==> config.mk <==
export PLATFORM = sky130hd
export DESIGN_NAME = sync_debounce_bank
export DESIGN_NICKNAME = d
export VERILOG_FILES = /design/src/rtl/sync_pkg.sv /design/src/rtl/sync_db_chan.sv /design/src/rtl/sync_debounce_bank.sv
export SDC_FILE = /design/constraint.sdc
export NUM_CORES = 1
export LEC_CHECK = 0
export CAP_MARGIN = 20
export CELL_PAD_IN_SITES_DETAIL_PLACEMENT = 1
export CELL_PAD_IN_SITES_GLOBAL_PLACEMENT = 2
export CORE_MARGIN = 8
export CORE_UTILIZATION = 32
export DETAILED_ROUTE_END_ITERATION = 10
export GPL_ROUTABILITY_DRIVEN = 0
export PLACE_DENSITY = 0.82
export SYNTH_ARGS = -nofsm -noshare
export SYNTH_HDL_FRONTEND = slang
export SYNTH_SLANG_ARGS = --single-unit
==> constraint.sdc <==
create_clock -name clk -period 1.1 [get_ports clk]
set_input_delay 0.22 -clock clk [delete_from_list [all_inputs] [get_ports clk]]
set_output_delay 0.22 -clock clk [all_outputs]
set_load 0.005 [all_outputs]
==> src/rtl/sync_pkg.sv <==
// Shared constants and helpers for the synchronizer/debounce bank.
// The edge-pulse outputs are built only when SYNC_DB_EDGE_EN is defined.
package sync_pkg;

  localparam int SYNC_STAGES_DEF = 2;
  localparam int SYNC_DB_DEF     = 4;

  // Counter width able to hold 0..db; a single bit is the floor.
  function automatic int cnt_width(input int db);
    return (db < 1) ? 1 : $clog2(db + 1);
  endfunction

  localparam int SYNC_CNT_W_DEF = $clog2(SYNC_DB_DEF + 1);
  typedef logic [SYNC_CNT_W_DEF-1:0] db_cnt_def_t;

endpackage

==> src/rtl/sync_db_chan.sv <==
// One channel: STAGES-deep synchronizer chain, debounce counter and stable level.
// SYNC_DB_EDGE_EN adds registered rise/fall pulses; otherwise they are tied low.
module sync_db_chan
  import sync_pkg::*;
#(
  parameter int   STAGES    = SYNC_STAGES_DEF,
  parameter int   DB_CYCLES = SYNC_DB_DEF,
  parameter logic RST_VAL   = 1'b0
) (
  input  logic clk,
  input  logic Reset_n,
  input  logic d,
  output logic q,
  output logic rise,
  output logic fall
);

  localparam int CNT_W = cnt_width(DB_CYCLES);
  typedef logic [CNT_W-1:0] db_cnt_t;
  localparam db_cnt_t CNT_MAX = db_cnt_t'(DB_CYCLES - 1);

  logic [STAGES-1:0] r_chain;
  db_cnt_t           r_cnt;
  db_cnt_t           w_cnt_next;
  logic              r_q;
  logic              w_q_next;
  logic              w_s;

  assign w_s = r_chain[STAGES-1];

  // Plain shift chain: nothing may sit between the metastability flops.
  always_ff @(posedge clk or negedge Reset_n) begin
    if (!Reset_n) r_chain <= {STAGES{RST_VAL}};
    else          r_chain <= {r_chain[STAGES-2:0], d};
  end

  always_comb begin
    w_q_next   = r_q;
    w_cnt_next = '0;
    if (w_s != r_q) begin
      if (r_cnt == CNT_MAX) w_q_next   = w_s;
      else                  w_cnt_next = r_cnt + 1'b1;
    end
  end

  always_ff @(posedge clk or negedge Reset_n) begin
    if (!Reset_n) begin
      r_q   <= RST_VAL;
      r_cnt <= '0;
    end else begin
      r_q   <= w_q_next;
      r_cnt <= w_cnt_next;
    end
  end

  assign q = r_q;

`ifdef SYNC_DB_EDGE_EN
  logic r_rise;
  logic r_fall;

  // Pulses come from the same edge that updates the level, so they line up with q.
  always_ff @(posedge clk or negedge Reset_n) begin
    if (!Reset_n) begin
      r_rise <= 1'b0;
      r_fall <= 1'b0;
    end else begin
      r_rise <= w_q_next & ~r_q;
      r_fall <= ~w_q_next & r_q;
    end
  end

  assign rise = r_rise;
  assign fall = r_fall;
`else
  assign rise = 1'b0;
  assign fall = 1'b0;
`endif

endmodule

==> src/rtl/sync_debounce_bank.sv <==
// Bank of N_CH independent synchronize-and-debounce channels with per-channel reset value.
// Edge pulses exist only when SYNC_DB_EDGE_EN is defined.
module sync_debounce_bank
  import sync_pkg::*;
#(
  parameter int              N_CH      = 8,
  parameter int              STAGES    = SYNC_STAGES_DEF,
  parameter int              DB_CYCLES = SYNC_DB_DEF,
  parameter logic [N_CH-1:0] RESET_VAL = '0
) (
  input  logic            clk,
  input  logic            Reset_n,
  input  logic [N_CH-1:0] d,
  output logic [N_CH-1:0] q,
  output logic [N_CH-1:0] rise,
  output logic [N_CH-1:0] fall
);

  for (genvar g = 0; g < N_CH; g++) begin : g_chan
    sync_db_chan #(
      .STAGES    (STAGES),
      .DB_CYCLES (DB_CYCLES),
      .RST_VAL   (RESET_VAL[g])
    ) u_chan (
      .clk     (clk),
      .Reset_n (Reset_n),
      .d       (d[g]),
      .q       (q[g]),
      .rise    (rise[g]),
      .fall    (fall[g])
    );
  end

endmodule

After elaboration in Yosys (flattened, before gate mapping)

Index checks and enable logic that the tools add are counted.

Add/sub/neg operators: 8
Equal/unequal tests: 16
Multiplexer cells: 16
Reduce and logical (&&, ||, !) cells: 8

Operators with widths:

| cell                                                             | number |
|---|---|
| 3-bit two-way mux                                                | 16 |
| 3-bit by 1-bit adder with 3-bit output (second input constant)   | 8 |
| 3-bit by 2-bit == test with 1-bit output (second input constant) | 8 |
| 2-bit AND reduction                                              | 8 |
| 1-bit != test                                                    | 8 |

Register bits after elaboration: 48
Bits of input ports: 10
Logic and storage cells: 72

Logic depth before layout (Yosys ltp)

Gate-level depths: netlist (run 1).

Depth in word-level cells: 3
Depth in mapped cells: 3
Depth with buffers taken out: 3

Modules after synthesis

Synthesis (run 1) repeated with hierarchy kept, for this count alone.

Cells, all modules: 128
Area total of the unflattened synthesis: 1881.8 µm²

By module, submodules not included:

| module       | instances | cells an instance | area an instance (µm²) | sequential area each (µm²) |
|---|---|---|---|---|
| sync_db_chan | 8         | 16                | 235.2                  | 150.1 |

Least setup slack after synthesis (run 1)

OpenSTA, ideal clock, no wires.

Kind: register to register
From: register g_chan[1].u_chan.r_cnt[0]
To: register g_chan[1].u_chan.r_q
Library setup time: 125 ps
Data arrival time: 951 ps
Required time: 975 ps
Slack: 24 ps
Stages on the path, launching flop included: 4
Path buffers: 0
Path through: dfrtp_1 -> ha_1 -> nor2b_4 -> mux2_2

Word-level cells in the longest chain between the ends: 2

Ends and longest elaborated chain:

| element                                  | RTL line           | RTL |
|---|---|---|
| start: declaration                       | sync_db_chan.sv:23 | `db_cnt_t r_cnt;` |
| start signal: assignment                 | sync_db_chan.sv:52 | `r_cnt <= w_cnt_next;` |
| 3-bit by 2-bit == test with 1-bit output | sync_db_chan.sv:41 | `if (r_cnt == CNT_MAX) w_q_next = w_s;` |
| 2-bit AND reduction (no source line)     | -                  |  |
| end signal: assignment                   | sync_db_chan.sv:51 | `r_q <= w_q_next;` |
| end: declaration                         | sync_db_chan.sv:25 | `logic r_q;` |

No other way between the ends.
A chain may end at the register's enable or synchronous reset.

Worst setup path after layout (run 1)

From: register g_chan[4].u_chan.r_cnt[0]
To: register g_chan[4].u_chan.r_q

Word-level cells in the longest chain between the ends: 2

Ends and longest elaborated chain:

| element                                  | RTL line |
|---|---|
| start: declaration                       | sync_db_chan.sv:23 |
| start signal: assignment                 | sync_db_chan.sv:52 |
| 3-bit by 2-bit == test with 1-bit output | sync_db_chan.sv:41 |
| 2-bit AND reduction (no source line)     | - |
| end signal: assignment                   | sync_db_chan.sv:51 |
| end: declaration                         | sync_db_chan.sv:25 |

No other way between the ends.

==> reports/metrics.yaml, run 1 <==
dr_wl_met3_microns: 148
synth_warnings: 0
vdd_ir_drop_max_uv: 935.8
num-fill-cells: 593
clk_latency_ps: 290
yosysTopAreaCell: "dfrtp_1"
drt-met1-wl_mm: 1.172
final_max_slew_viol_count: 0
p_comb_frac: 0.420
cts_sinks: 48
rrSetupSlack_ps: -60
ys_top_cells_by_area: "dfrtp_1 (63%), buf_4 (9.4%), nor2b_4 (5.8%)"
ys_types: 10
drt-pass1-iter-count: 2
final-setup-viol-count: 9
final_cell_mix: "dfrtp_1 (48), buf_4 (30), conb_1 (16)"
num_vias: 1055
rows: 28
dpl_cell_area_sq_mm: 0.002150
dpl.cell_count: 224
p_per_area_mw_per_mm2: 2296
cap_violations: 0
final_cells: 256
die_area_sq_mm: 0.008704
synthesis.area_sq_mm: 0.001912
die_h_microns: 93.30
yosysSeqAreaShare: 0.6283
antenna_found_initial: 0
cts_tree: "built"
start_util: 0.3268
top_layer: "met4"
drt_iter0_drc: 16
clk_path_buf_depth: 2
via_per_inst: 4.121
netlist.area_leader.share: 0.6283
p_leak_nw: 1.227
required_ps: 1280
io_buffers: 17
holdWs_ps: 350.2
io_pins: 34
grt_max_degree: 37
dpl.hpwl_mm: 2.492
pre_cts_ws_ps: -92.08
route.detailed.drc: 0
cp-start-kind: "register"
wirelength_mm: 3.715
finalSetupTns_ps: -221.5
synth-seq-cells: 48
layout_commonest_cell: "dfrtp_1"
overflow: 0
grt_pass1_wl_mm: 5.768
outcome: "finished with violations"
routed-wl-met2_mm: 2.319
critPathKind: "reg -> reg"
fp.coreArea_sq_mm: 0.005851
hold_viol_final: 0
min_path_type: "in -> async"
switchingPower_w: 0.001710
period_needed_ps: 1162
end_kind: "register"
cts-root-buf: "clkbuf_8"
violations: "negative setup slack"
p_clk_frac: 0.176
critPathArrivalTime_ps: 1340
syn2layout_area_growth_pct: 35.54
n_antenna_cell: 0
drive_above_1_share: 0.5249
wire_per_inst_microns: 14.51
path_clk_slew_ps: 80
setup_ws_ps: -62.42
critPathMaxFanout: 2
avgSynthCellArea_sq_um: 14.82
cts-buffers-inserted: 5
fin_crit_sh: 1.057
fin_area_sq_mm: 0.002591
p_sw_frac: 0.2875
syn_inst: 129
ctsHtreeMaxLevel: 2
grt_pass1_vias: 1257
chipWidth_microns: 93.30
seqPwrFrac: 0.404
ant_nets: 0
grtUsageTotal: 0.08685
nNetsFinal: 198
finalClockSkew_ps: 3.420
rsz0062_at_grt: "true"
fmax_mhz: 860.3
p_int_w: 0.004239
power by group through the flow:
stage,clock (W),sequential [W],combinational [W]
6_report,0.00105,0.00240,0.00250
5_1_grt,0.00116,0.00246,0.00272
4_1_cts,0.00110,0.00239,0.00199
3_5_place_dp,0,0.00245,0.00165
3_3_place_gp,0,0.00240,0.00148
2_1_floorplan,0,0.00241,0.00106
cell families (layout without fill, tap and decap cells):
kind of cell | after synthesis | after routing | share of synthesized area
xor+xnor | 8 | 8 | 0.03665
fa+ha+maj | 8 | 8 | 0.05236
buf+inv | 24 | 61 | 0.09424
flops | 48 | 48 | 0.6283
mux | 8 | 8 | 0.04712
other cells | 1 | 16 | 0.001961
simple gates | 32 | 32 | 0.1394
final timing paths:
path / start / to / cells after the start
worst min register to register: g_chan[7].u_chan.r_chain[0]$_DFF_PN0_ / g_chan[7].u_chan.r_chain[1]$_DFF_PN0_ / 0
worst max register to register: g_chan[4].u_chan.r_cnt[0]$_DFF_PN0_ / g_chan[4].u_chan.q$_DFFE_PN0P_ / 3
max in group asynchronous: Reset_n / g_chan[0].u_chan.r_cnt[2]$_DFF_PN0_ / 3
worst min-delay path: Reset_n / g_chan[4].u_chan.r_cnt[0]$_DFF_PN0_ / 2
min in group clk: g_chan[7].u_chan.r_chain[0]$_DFF_PN0_ / g_chan[7].u_chan.r_chain[1]$_DFF_PN0_ / 0
worst max-delay path: g_chan[4].u_chan.r_cnt[0]$_DFF_PN0_ / g_chan[4].u_chan.q$_DFFE_PN0P_ / 3
sequential cells by signal (all words and copies together), names as in the netlist:
register	cells
g_chan.u_chan.r_cnt	24
g_chan.u_chan.r_chain	16
g_chan.u_chan.q	8
synthesized netlist by cell type:
cell	count
xnor2_1	8
buf_4	24
nor3_1	8
ha_1	8
nor3b_1	13
nor2b_1	3
nor2b_4	8
conb_1	1
mux2_2	8
dfrtp_1	48
worst max-delay path: stages (launching register included):
cell and delay, ps:
dfrtp_1 380, ha_2 190, nor2b_4 170, mux2_4 320
area by class of cell:
| cell class | instances | area (sq um) | share of cell area |
|---|---|---|---|
| sequential | 48 | 1201 | 0.4635 |
| multi-input combinational | 72 | 778.2 | 0.3003 |
| tap | 75 | 93.84 | 0.03621 |
| timing repair buffer | 53 | 425.4 | 0.1642 |
| clock inverter | 2 | 10.01 | 0.003863 |
| clock buffer | 6 | 82.58 | 0.03187 |
metrics by stage:
stage | util | total power, W
4_1_cts | 0.4098 | 0.005483
2_1_floorplan | - | 0.003469
3_3_place_gp | 0.3674 | 0.003875
6_report | 0.4429 | 0.005949
3_5_place_dp | 0.3674 | 0.004094
5_1_grt | 0.4429 | 0.006345
metal layers:
layer	vias to the layer above	track usage
li1	486	-
met2	16	0.1657
met1	546	0.07669
met3	7	0.02804
met5	-	0
met4	0	0.05235
timing repair:
item / CTS / global route
pin swaps: 8 / 5
hold endpoints to repair: 12 / 0
resized for setup: 49 / 24
hold buffers: 1 / 0
endpoints found under the setup margin: 22 / 27
buffers inserted: 15 / 8
Power figures use the tool's default switching activity.
==> inputs of run 2 (changes only) <==
--- a/config.mk
+++ b/config.mk
@@ -13,6 +13,9 @@
 export DETAILED_ROUTE_END_ITERATION = 10
 export GPL_ROUTABILITY_DRIVEN = 0
 export PLACE_DENSITY = 0.82
+export REMOVE_ABC_BUFFERS = 1
+export SETUP_SLACK_MARGIN = 0.02
+export SKIP_CTS_REPAIR_TIMING = 1
 export SYNTH_ARGS = -nofsm -noshare
 export SYNTH_HDL_FRONTEND = slang
 export SYNTH_SLANG_ARGS = --single-unit
==> reports/metrics.yaml, run 2 (same netlist as run 1, synthesis figures left out) <==
n_antenna_cell: 0  # unchanged
critPathBufInv: 0  # unchanged
hold_viol_final: 0  # unchanged
violations: "negative setup slack"
io_pins: 34  # unchanged
final-setup-viol-count: 7  # -2
drt-pass1-iter-count: 4  # +2
r2r_start: "g_chan[3].u_chan.r_cnt[0]$_DFF_PN0_"
dpl.hpwl_mm: 2.315  # -7.1%
die_area_sq_mm: 0.008704  # unchanged
outcome: "finished with violations"
p_int_w: 0.004192  # -1.1%
required_ps: 1280  # about the same
p_sw_frac: 0.2778  # -0.009645
holdWs_ps: 335.3  # -14.88 ps
r2r_cells: 3  # unchanged
syn2layout_area_growth_pct: 33.57
grt_pass1_vias: 1120  # -11%
dpl.cell_count: 224  # unchanged
r2r-end: "g_chan[3].u_chan.q$_DFFE_PN0P_"
drive_above_1_share: 0.4885  # -0.03636
post-route-util: 0.4365  # -0.006416
rsz0062_at_grt: "true"
critPathArrivalTime_ps: 1310  # -30 ps
final_max_slew_viol_count: 0  # unchanged
ctsHtreeMaxLevel: 2  # unchanged
regMostFlops: "g_chan.u_chan.r_cnt"
finalClockSkew_ps: 6.238  # +2.818 ps
p_total_w: 0.005804  # -2.4%
switchingPower_w: 0.001613  # -5.7%
final_cells: 249  # -2.7%
ant_nets: 0  # unchanged
overflow: 0  # unchanged
critPathSlowestCell: "dfrtp_1"
grt_pass1_wl_mm: 4.995  # -13%
layout_commonest_cell: "dfrtp_1"
largest_reg_flops: 24  # unchanged
cp-start-kind: "register"
nNetsFinal: 192  # -3.0%
p_clk_frac: 0.186  # +0.010
io_buffers: 17  # unchanged
drt_iter0_drc: 25  # +9
fin_crit_sh: 1.030  # -0.02674
grtUsageTotal: 0.07259  # -0.01425
vdd_ir_drop_max_uv: 1197  # +28%
critPathTopFamily: "flip-flops"
fp.coreArea_sq_mm: 0.005851  # unchanged
via_per_inst: 4.116  # -0.11%
p_leak_nw: 1.223  # -0.39%
chipWidth_microns: 93.30  # unchanged
path_clk_slew_ps: 80  # about the same
min_path_type: "in -> async"
rrSetupSlack_ps: -30  # +30 ps
rows: 28  # unchanged
p_per_area_mw_per_mm2: 2273  # -1.0%
die_h_microns: 93.30  # unchanged
cts-buffers-inserted: 5  # unchanged
cap_violations: 0  # unchanged
cp_cell_sequence: "ha_2 -> nor2b_4 -> mux2_4"
clk_latency_ps: 290  # about the same
end_kind: "register"
slowest_delay_ps: 360  # -20 ps
route.detailed.drc: 0  # unchanged
cts-root-buf: "clkbuf_8"
antenna_found_initial: 0  # unchanged
final_cell_mix: "dfrtp_1 (48), buf_4 (26), conb_1 (16)"
cts_tree: "built"
wire_per_inst_microns: 13.28  # -8.5%
cts_sinks: 48  # unchanged
wirelength_mm: 3.307  # -11%
p_comb_frac: 0.400  # -0.020
start_util: 0.3268  # unchanged
seqPwrFrac: 0.414  # +0.010
num_vias: 1025  # -2.8%
grt_max_degree: 37  # unchanged
fmax_mhz: 882.6  # +2.6%
critPathMaxFanout: 2  # unchanged
period_needed_ps: 1133  # -29.42 ps
setup_ws_ps: -33.01  # +29.42 ps
critPathKind: "reg -> reg"
clk_path_buf_depth: 2  # unchanged
## run 2: cell types whose count changed in the layout (fill, tap and decap cells not counted), moves of 2 or more
cell	previous run	this run
buf_6	4	2
buf_4	30	26
clkbuf_2	1	5
clkinv_2	2	0
buf_2	8	1
dlymetal6s2s_1	0	3
## run 2: worst reg2reg max path, delay by kind of cell (launching register included)
family | cells | cell delay [ps]
muxes | 1 | 310
adders and majority gates | 1 | 180
DFF | 1 | 360
and+or+nand+nor | 1 | 170
## run 2: how the worst max path moves through the flow
stage	from	end	slack, ps	cells past startpoint
detailed placement	g_chan[1].u_chan.r_cnt[0]$_DFF_PN0_	g_chan[1].u_chan.q$_DFFE_PN0P_	-90	3
global route	g_chan[1].u_chan.r_cnt[0]$_DFF_PN0_	g_chan[1].u_chan.q$_DFFE_PN0P_	-80	3
global placement	g_chan[3].u_chan.r_cnt[0]$_DFF_PN0_	g_chan[3].u_chan.q$_DFFE_PN0P_	10	3
CTS	g_chan[7].u_chan.q$_DFFE_PN0P_	q[7]	-330	1
finish	g_chan[3].u_chan.r_cnt[0]$_DFF_PN0_	g_chan[3].u_chan.q$_DFFE_PN0P_	-30	3
floorplan	g_chan[1].u_chan.r_cnt[0]$_DFF_PN0_	g_chan[1].u_chan.q$_DFFE_PN0P_	20	3
## run 2: per-layer routing
metal,GRT usage,wire length (microns)
met5,0,0
met2,0.1316,1786
met4,0.02819,38
met1,0.07034,1243
met3,0.03205,239
## run 2: cell type report
cell class | instances | area [sq um]
Fill cell | 593 | 3297
Multi-Input combinational cell | 72 | 767.0
Sequential cell | 48 | 1201
Clock buffer | 7 | 96.34
Tap cell | 75 | 93.84
Timing Repair Buffer | 47 | 395.4
## run 2: power groups by stage
| stage | combinational, W | clock, W | sequential [W] |
|---|---|---|---|
| after floorplan | 0.000791 | 0 | 0.00244 |
| after global placement | 0.00152 | 0 | 0.00239 |
| after detailed placement | 0.00168 | 0 | 0.00244 |
| after CTS | 0.00169 | 0.00113 | 0.00241 |
| after global routing | 0.00254 | 0.00118 | 0.00245 |
| final | 0.00232 | 0.00108 | 0.00240 |
## run 2: through the flow
| step | worst slack [ps] | cell area (sq um) | TNS [ps] |
|---|---|---|---|
| after floorplan | 24.04 | 1788 | 0 |
| after global placement | 10.77 | 2150 | 0 |
| after detailed placement | -91.83 | 2150 | -440.7 |
| after CTS | -330.5 | 2246 | -2990 |
| after global routing | -84.33 | 2554 | -626.3 |
| final | -33.01 | 2554 | -148.3 |
